[config.mk]
export PLATFORM = sky130hd
export DESIGN_NAME = hazard_unit_flat
export DESIGN_NICKNAME = d
export VERILOG_FILES = /design/src/rtl/hazard_if.sv /design/src/rtl/hazard_unit.sv /design/src/flat_wrapper.sv
export SDC_FILE = /design/constraint.sdc
export NUM_CORES = 1
export LEC_CHECK = 0
export ABC_AREA = 1
export CAP_MARGIN = 20
export CORE_AREA = 4 4 96 98
export CTS_BUF_LIST = sky130_fd_sc_hd__clkbuf_2 sky130_fd_sc_hd__clkbuf_4 sky130_fd_sc_hd__clkbuf_8
export CTS_CLUSTER_SIZE = 40
export DETAILED_ROUTE_END_ITERATION = 7
export DIE_AREA = 0 0 100 102
export GPL_TIMING_DRIVEN = 0
export PLACE_DENSITY = 0.55
export SETUP_SLACK_MARGIN = 0.2
export SKIP_LAST_GASP = 1
export SLEW_MARGIN = 5
export SYNTH_ARGS = -nofsm -noshare
export SYNTH_HDL_FRONTEND = slang
export SYNTH_SLANG_ARGS = --single-unit
[constraint.sdc]
create_clock -name clk -period 1.67 [get_ports clk]
set_input_delay 0.334 -clock clk [delete_from_list [all_inputs] [get_ports clk]]
set_output_delay 0.334 -clock clk [all_outputs]
set_load 0.05 [all_outputs]
[src/rtl/hazard_if.sv]
// Hazard-unit port bundle: pipeline register fields in, forwarding/stall controls out.
// master = pipeline side, slave = hazard_unit.
interface hazard_if #(
    parameter int unsigned CNT_W = 16
);
    logic [4:0]       RsD;
    logic [4:0]       RtD;
    logic [4:0]       RsE;
    logic [4:0]       RtE;
    logic [4:0]       WriteRegE;
    logic [4:0]       WriteRegM;
    logic [4:0]       WriteRegW;
    logic             RegWriteE;
    logic             RegWriteM;
    logic             RegWriteW;
    logic             MemtoRegE;
    logic             MemtoRegM;
    logic             BranchD;
    logic             MdStartE;
    logic             MdUseD;
    logic [1:0]       ForwardAE;
    logic [1:0]       ForwardBE;
    logic             ForwardAD;
    logic             ForwardBD;
    logic             StallF;
    logic             StallD;
    logic             FlushE;
    logic             MdBusy;
    logic [CNT_W-1:0] StallCount;

    modport master (
        output RsD, RtD, RsE, RtE, WriteRegE, WriteRegM, WriteRegW,
               RegWriteE, RegWriteM, RegWriteW, MemtoRegE, MemtoRegM,
               BranchD, MdStartE, MdUseD,
        input  ForwardAE, ForwardBE, ForwardAD, ForwardBD,
               StallF, StallD, FlushE, MdBusy, StallCount
    );

    modport slave (
        input  RsD, RtD, RsE, RtE, WriteRegE, WriteRegM, WriteRegW,
               RegWriteE, RegWriteM, RegWriteW, MemtoRegE, MemtoRegM,
               BranchD, MdStartE, MdUseD,
        output ForwardAE, ForwardBE, ForwardAD, ForwardBD,
               StallF, StallD, FlushE, MdBusy, StallCount
    );
endinterface

[src/rtl/hazard_unit.sv]
// Pipeline hazard controller: E/D forwarding, load-use / branch / mult-div stalls,
// mult-div busy tracker and a saturating stalled-cycle counter.
module hazard_unit #(
    parameter int unsigned MD_LATENCY = 32,
    parameter int unsigned CNT_W      = 16
) (
    input  logic    clk,
    input  logic    rst_n,
    hazard_if.slave hz
);

    localparam int unsigned MD_CNT_W = 8;

    typedef enum logic {
        MD_IDLE = 1'b0,
        MD_BUSY = 1'b1
    } md_state_e;

    md_state_e         md_state;
    logic [MD_CNT_W-1:0] md_cnt;
    logic [CNT_W-1:0]  stall_cnt;

    logic md_busy;
    logic lwstall;
    logic brstall;
    logic mdstall;
    logic stall;
    logic e_hits_d;
    logic m_load_hits_d;

    // Execute-stage operand select: M result wins over W result, r0 never forwarded.
    function automatic logic [1:0] fwd_sel(
        input logic [4:0] src,
        input logic       wr_m,
        input logic [4:0] dst_m,
        input logic       wr_w,
        input logic [4:0] dst_w
    );
        logic [1:0] sel;
        sel = 2'b00;
        if (wr_m && (dst_m != 5'd0) && (dst_m == src)) begin
            sel = 2'b10;
        end else if (wr_w && (dst_w != 5'd0) && (dst_w == src)) begin
            sel = 2'b01;
        end
        return sel;
    endfunction

    assign md_busy = (md_state == MD_BUSY);

    always_comb begin
        hz.ForwardAE = fwd_sel(hz.RsE, hz.RegWriteM, hz.WriteRegM, hz.RegWriteW, hz.WriteRegW);
        hz.ForwardBE = fwd_sel(hz.RtE, hz.RegWriteM, hz.WriteRegM, hz.RegWriteW, hz.WriteRegW);
        hz.ForwardAD = hz.RegWriteM && (hz.WriteRegM != 5'd0) && (hz.WriteRegM == hz.RsD);
        hz.ForwardBD = hz.RegWriteM && (hz.WriteRegM != 5'd0) && (hz.WriteRegM == hz.RtD);
    end

    // Hazard detection; any cause freezes F/D and bubbles E together.
    always_comb begin
        lwstall = hz.MemtoRegE && (hz.WriteRegE != 5'd0) &&
                  ((hz.WriteRegE == hz.RsD) || (hz.WriteRegE == hz.RtD));
        e_hits_d = hz.RegWriteE && (hz.WriteRegE != 5'd0) &&
                   ((hz.WriteRegE == hz.RsD) || (hz.WriteRegE == hz.RtD));
        m_load_hits_d = hz.MemtoRegM && (hz.WriteRegM != 5'd0) &&
                        ((hz.WriteRegM == hz.RsD) || (hz.WriteRegM == hz.RtD));
        brstall = hz.BranchD && (e_hits_d || m_load_hits_d);
        mdstall = hz.MdUseD && (md_busy || hz.MdStartE);
        stall   = lwstall || brstall || mdstall;
        hz.StallF = stall;
        hz.StallD = stall;
        hz.FlushE = stall;
        hz.MdBusy = md_busy;
        hz.StallCount = stall_cnt;
    end

    // Busy window is cycles k+1..k+MD_LATENCY-1 after issue at edge k, so the
    // exit is taken on the edge where the countdown reaches zero.
    always_ff @(posedge clk or negedge rst_n) begin
        if (!rst_n) begin
            md_state <= MD_IDLE;
            md_cnt   <= '0;
        end else begin
            case (md_state)
                MD_IDLE: begin
                    if (hz.MdStartE) begin
                        md_cnt   <= MD_CNT_W'(MD_LATENCY - 1);
                        md_state <= MD_BUSY;
                    end
                end
                MD_BUSY: begin
                    md_cnt <= md_cnt - MD_CNT_W'(1);
                    if (md_cnt == MD_CNT_W'(1)) begin
                        md_state <= MD_IDLE;
                    end
                end
                default: begin
                    md_state <= MD_IDLE;
                    md_cnt   <= '0;
                end
            endcase
        end
    end

    always_ff @(posedge clk or negedge rst_n) begin
        if (!rst_n) begin
            stall_cnt <= '0;
        end else if (stall && (stall_cnt != {CNT_W{1'b1}})) begin
            stall_cnt <= stall_cnt + CNT_W'(1);
        end
    end

endmodule

[src/flat_wrapper.sv]
// flat-port wrapper written by rule: the top's interface ports become plain ports
module hazard_unit_flat 
#(
    parameter int unsigned MD_LATENCY = 32,
    parameter int unsigned CNT_W      = 16
)
  (clk, rst_n, hz_RsD, hz_RtD, hz_RsE, hz_RtE, hz_WriteRegE, hz_WriteRegM, hz_WriteRegW, hz_RegWriteE, hz_RegWriteM, hz_RegWriteW, hz_MemtoRegE, hz_MemtoRegM, hz_BranchD, hz_MdStartE, hz_MdUseD, hz_ForwardAE, hz_ForwardBE, hz_ForwardAD, hz_ForwardBD, hz_StallF, hz_StallD, hz_FlushE, hz_MdBusy, hz_StallCount);
  hazard_if #(.CNT_W(CNT_W)) hz_i ();
  input  logic clk;
  input  logic rst_n;
  input wire logic [$bits(hz_i.RsD)-1:0] hz_RsD;
  input wire logic [$bits(hz_i.RtD)-1:0] hz_RtD;
  input wire logic [$bits(hz_i.RsE)-1:0] hz_RsE;
  input wire logic [$bits(hz_i.RtE)-1:0] hz_RtE;
  input wire logic [$bits(hz_i.WriteRegE)-1:0] hz_WriteRegE;
  input wire logic [$bits(hz_i.WriteRegM)-1:0] hz_WriteRegM;
  input wire logic [$bits(hz_i.WriteRegW)-1:0] hz_WriteRegW;
  input wire logic [$bits(hz_i.RegWriteE)-1:0] hz_RegWriteE;
  input wire logic [$bits(hz_i.RegWriteM)-1:0] hz_RegWriteM;
  input wire logic [$bits(hz_i.RegWriteW)-1:0] hz_RegWriteW;
  input wire logic [$bits(hz_i.MemtoRegE)-1:0] hz_MemtoRegE;
  input wire logic [$bits(hz_i.MemtoRegM)-1:0] hz_MemtoRegM;
  input wire logic [$bits(hz_i.BranchD)-1:0] hz_BranchD;
  input wire logic [$bits(hz_i.MdStartE)-1:0] hz_MdStartE;
  input wire logic [$bits(hz_i.MdUseD)-1:0] hz_MdUseD;
  output wire logic [$bits(hz_i.ForwardAE)-1:0] hz_ForwardAE;
  output wire logic [$bits(hz_i.ForwardBE)-1:0] hz_ForwardBE;
  output wire logic [$bits(hz_i.ForwardAD)-1:0] hz_ForwardAD;
  output wire logic [$bits(hz_i.ForwardBD)-1:0] hz_ForwardBD;
  output wire logic [$bits(hz_i.StallF)-1:0] hz_StallF;
  output wire logic [$bits(hz_i.StallD)-1:0] hz_StallD;
  output wire logic [$bits(hz_i.FlushE)-1:0] hz_FlushE;
  output wire logic [$bits(hz_i.MdBusy)-1:0] hz_MdBusy;
  output wire logic [$bits(hz_i.StallCount)-1:0] hz_StallCount;
  assign hz_i.RsD = hz_RsD;
  assign hz_i.RtD = hz_RtD;
  assign hz_i.RsE = hz_RsE;
  assign hz_i.RtE = hz_RtE;
  assign hz_i.WriteRegE = hz_WriteRegE;
  assign hz_i.WriteRegM = hz_WriteRegM;
  assign hz_i.WriteRegW = hz_WriteRegW;
  assign hz_i.RegWriteE = hz_RegWriteE;
  assign hz_i.RegWriteM = hz_RegWriteM;
  assign hz_i.RegWriteW = hz_RegWriteW;
  assign hz_i.MemtoRegE = hz_MemtoRegE;
  assign hz_i.MemtoRegM = hz_MemtoRegM;
  assign hz_i.BranchD = hz_BranchD;
  assign hz_i.MdStartE = hz_MdStartE;
  assign hz_i.MdUseD = hz_MdUseD;
  assign hz_ForwardAE = hz_i.ForwardAE;
  assign hz_ForwardBE = hz_i.ForwardBE;
  assign hz_ForwardAD = hz_i.ForwardAD;
  assign hz_ForwardBD = hz_i.ForwardBD;
  assign hz_StallF = hz_i.StallF;
  assign hz_StallD = hz_i.StallD;
  assign hz_FlushE = hz_i.FlushE;
  assign hz_MdBusy = hz_i.MdBusy;
  assign hz_StallCount = hz_i.StallCount;
  hazard_unit #(.MD_LATENCY(MD_LATENCY), .CNT_W(CNT_W)) u_core (.clk(clk), .rst_n(rst_n), .hz(hz_i));
endmodule
==> impl_metrics.csv <==
group,metric,value,unit
worst_setup_path,worst-path-stages,6,
final_layout,seq_area,636,um^2
worst_setup_path,crit_type,"reg -> out",
grt,grt_pass1_vias,2236,
synth,synth_top_family_by_area,"simple AND/OR/NAND/NOR gates",
floorplan,design.die.area,10200,um^2
final_layout,syn_to_final_growth,79.5,%
floorplan,die_w,100,um
synth,ys_seq_area_share,29.3,%
worst_setup_path,path_delay_family,"buffers and inverters",
min_path,hold_path.class,"in -> async",
cts,insertion_delay,0.27,ns
floorplan,coreArea,8470,um^2
routing,viasPerCell,4.55,
worst_setup_path,crit_path_end_kind,"primary output",
power,p_leak,0.00187,uW
floorplan,initial_core_util,25.3,%
sta,clock-skew-final,0.00546,ns
sta,fin_crit,1.77,ns
power,ir_worst_vdd,0.431,mV
power,seqPwrFrac,33.0,%
sta,setup_tns,-0.400,ns
placement,port_buffers,66,
final_layout,multiInputGateArea,1780,um^2
power,powerDensity,773,nW/um^2
power,p_int,1680,uW
synth,syn_area_per_cell,6.62,um^2
routing,drt_pass1_iterations,6,
run_status,outcome,"finished with violations",
worst_setup_path,critPathLaunch,"u_core.hz.MdBusy",
sta,worstMarginPinSlew,0.517,ns
sta,final-setup-viol-count,7,
placement,dpl_cell_area,3150,um^2
routing,drc,0,
sta,hold_violations,0,
worst_setup_path,crit_top_cell,"buf_8",
routing,wl_per_cell,12.6,um
worst_setup_path,arrival,1.43,ns
power,swShare,43.4,%
run_status,violations,"negative setup slack",
worst_setup_path,crit_end,"hz_StallF",
power,finalPower,2970,uW
routing,wl,6.76,mm
sta,maxSlewViolCount,0,
worst_setup_path,worst-r2r-cell-count,13,
cts,cts_max_level,1,
worst_setup_path,cp_cell_sequence,"buf_8, o21ai_4, nand3_4, buf_8, buf_6, buf_8",
grt,grt-ovfl-total,0,
synth,synth_top_area_share,29.3,%
sta,timing.final.crit_share,106,%
grt,antenna_found_initial,0,
floorplan,die_h,102,um
sta,slew_headroom,65.4,%
worst_setup_path,r2r-end,"u_core.hz.StallCount[11]",
synth,synth_fa_ha_area_share,1.76,%
power,comb_power_share,54.2,%
sta,rsz0062_at_grt,"yes",
cts,numCtsBuffers,3,
synth,synth_compound_area_share,4.33,%
grt,grt_max_degree,18,
routing,drt_iter0_markers,58,
synth,syn_area,2140,um^2
cts,root_buffer,"clkbuf_8",
final_layout,post-route-cell-area,3840,um^2
worst_setup_path,required,1.34,ns
placement,gp_congestion,0.863,
routing,num_vias,2438,
flow_run,maxCapViolations,0,
placement,dp_hpwl,4.85,mm
synth,ys_ff_latch,25,
worst_setup_path,r2r-start,"u_core.hz.StallCount[0]",
final_layout,antenna_cells,0,
synth,synth-edff-count,0,
synth,yosys.area_share.simple,38.8,%
worst_setup_path,reg2reg_setup_slack,0.02,ns
cts,clk_pin_slew,0.09,ns
grt,grt_pass1_wl,10.6,mm
cts,clk_path_buf_depth,2,
worst_setup_path,worstPathMaxFanout,4,
cts,cts_tree,"built",
worst_setup_path,max_stage_delay,0.43,ns
synth,synthArstFlopShare,100,%
synth,synth_mux_area_share,0,%
sta,setup_slack,-0.0969,ns
synth,ys_top_cells_by_area,"dfrtp_1, nand2_1, xnor2_1",
synth,syn_nets,371,
worst_setup_path,path_buf_inv,4,
synth,synth_top_area_cell,"dfrtp_1",
floorplan,ios,71,
synth,syn_inst,323,
cts,clock-sinks,25,
worst_setup_path,worst_setup_path_start_kind,"register",
grt,grt_usage,12.6,%
worst_setup_path,slowest_stage,"dfrtp_2",
floorplan,rows,34,
final_layout,fill_cells,818,
sta,max_freq,0.566,GHz
synth,yosysUniqueCellTypes,28,
final_layout,nNetsFinal,477,
synth,ys.flop_type,"dfrtp_1",
synth,yosys_warnings,0,
power,clockPowerShare,12.7,%
power,switching_power,1290,uW
final_layout,layout-drive-gt1-share,49.1,%
routing,antenna_left,0,
cts,hold_buffers,0,
synth,synthXorXnorAreaFrac,15.2,%
==> synthesized netlist by cell type, types with 2 or more instances <==
| master | n |
|---|---|
| dfrtp_1 | 25 |
| nor4_1 | 2 |
| nand3_1 | 33 |
| buf_2 | 6 |
| xnor2_1 | 21 |
| o21ai_0 | 6 |
| a21oi_1 | 2 |
| inv_2 | 10 |
| o21ai_1 | 2 |
| inv_1 | 32 |
| nand2_1 | 100 |
| nor2_1 | 29 |
| a22oi_1 | 2 |
| buf_4 | 2 |
| ha_1 | 3 |
| nand3_2 | 3 |
| nor3_1 | 13 |
| buf_6 | 2 |
| xor2_1 | 16 |
| nand4_1 | 6 |
==> worst min path at each step <==
stage | slack (ns) | startpoint | to | cells past startpoint
2_1_floorplan | 0.04 | rst_n | u_core.hz.MdBusy | 0
3_3_place_gp | 0.49 | u_core.md_cnt[5] | u_core.md_cnt[5] | 1
3_5_place_dp | 0.50 | u_core.md_cnt[5] | u_core.md_cnt[5] | 1
4_1_cts | 0.42 | rst_n | u_core.hz.StallCount[6] | 1
5_1_grt | 0.43 | rst_n | u_core.hz.StallCount[6] | 1
6_report | 0.40 | rst_n | u_core.hz.StallCount[6] | 1
==> power groups by stage <==
stage          clock [uW]  combinational, uW  sequential [uW]
2_1_floorplan           0                686             1160
3_3_place_gp            0               1280              980
3_5_place_dp            0               1310              979
4_1_cts               393               1510              967
5_1_grt               415               1760             1010
6_report              378               1610              980
==> metal layers <==
| metal | routed length, um | vias to the layer above | GRT usage (%) |
|---|---|---|---|
| li1 | - | 1229 | - |
| met5 | 0 | - | 0 |
| met3 | 288 | 4 | 1.64 |
| met4 | 67 | 0 | 2.80 |
| met1 | 3010 | 1146 | 16.6 |
| met2 | 3390 | 59 | 22.3 |
==> flip-flops by register name (all words and copies together) (netlist names) <==
name and flops:
u_core.hz.MdBusy 1, u_core.hz.StallCount 16, u_core.md_cnt 8
==> worst reg2reg max path: cells and delay by family (launching register included) <==
kind                       cells  cell delay, ns
and+or+nand+nor                7            0.58
buffers and inverters          5            0.45
DFF                            1            0.40
adders and majority gates      1            0.15
==> final cells by class <==
cell class              instances  share of cell area, %
plain buffers                  11                   4.34
clock buffers                   4                   1.27
inverters                      42                   4.43
multi-input cells             245                   46.3
flip-flops and latches         25                   16.6
well taps                     108                   3.52
repair buffers                101                   23.6
==> stage by stage <==
stage          setup WS [ns]  instances  utilization (%)  hold slack (ns)
3_5_place_dp           -1.38        498             37.2            0.495
3_3_place_gp           -1.35        497             36.9            0.489
6_report             -0.0969        536             45.3            0.400
4_1_cts               -0.135        521             41.6            0.415
5_1_grt               -0.171        536             45.3            0.432
2_1_floorplan         -0.235        323                -           0.0384
==> cell families (layout without fill, tap and decap cells) <==
group | count (synthesis) | after routing
AND/OR/NAND/NOR | 189 | 189
flip-flops | 25 | 25
AO/OA/AOI/OAI | 16 | 16
adder cells (fa/ha/maj) | 3 | 3
buffers and inverters | 53 | 158
XOR/XNOR | 37 | 37
==> layout by cell type (no fill, tap or decap), types with 5 or more instances in the layout <==
cell type        instances
nand2_1                 75
buf_2                   28
buf_4                   26
inv_1                   25
buf_6                   22
nor2_1                  20
nand2_2                 20
nand3_2                 17
dfrtp_1                 17
nand3_1                 15
xnor2_1                 14
inv_2                   13
xor2_1                  11
buf_8                    9
nor2_4                   8
nor3_1                   8
dfrtp_2                  8
buf_12                   6
nand2_4                  6
nand4_1                  6
o21ai_0                  6
dlygate4sd2_1            6
xor2_2                   5
clkdlybuf4s15_2          5
==> what timing repair did <==
item	in CTS	in global routing
endpoints found under the hold margin	0	0
setup endpoints to repair	42	34
gates cloned	1	0
pin swaps	48	38
buffers inserted	18	15
resized for setup	306	98
Power figures use the tool's default switching activity.
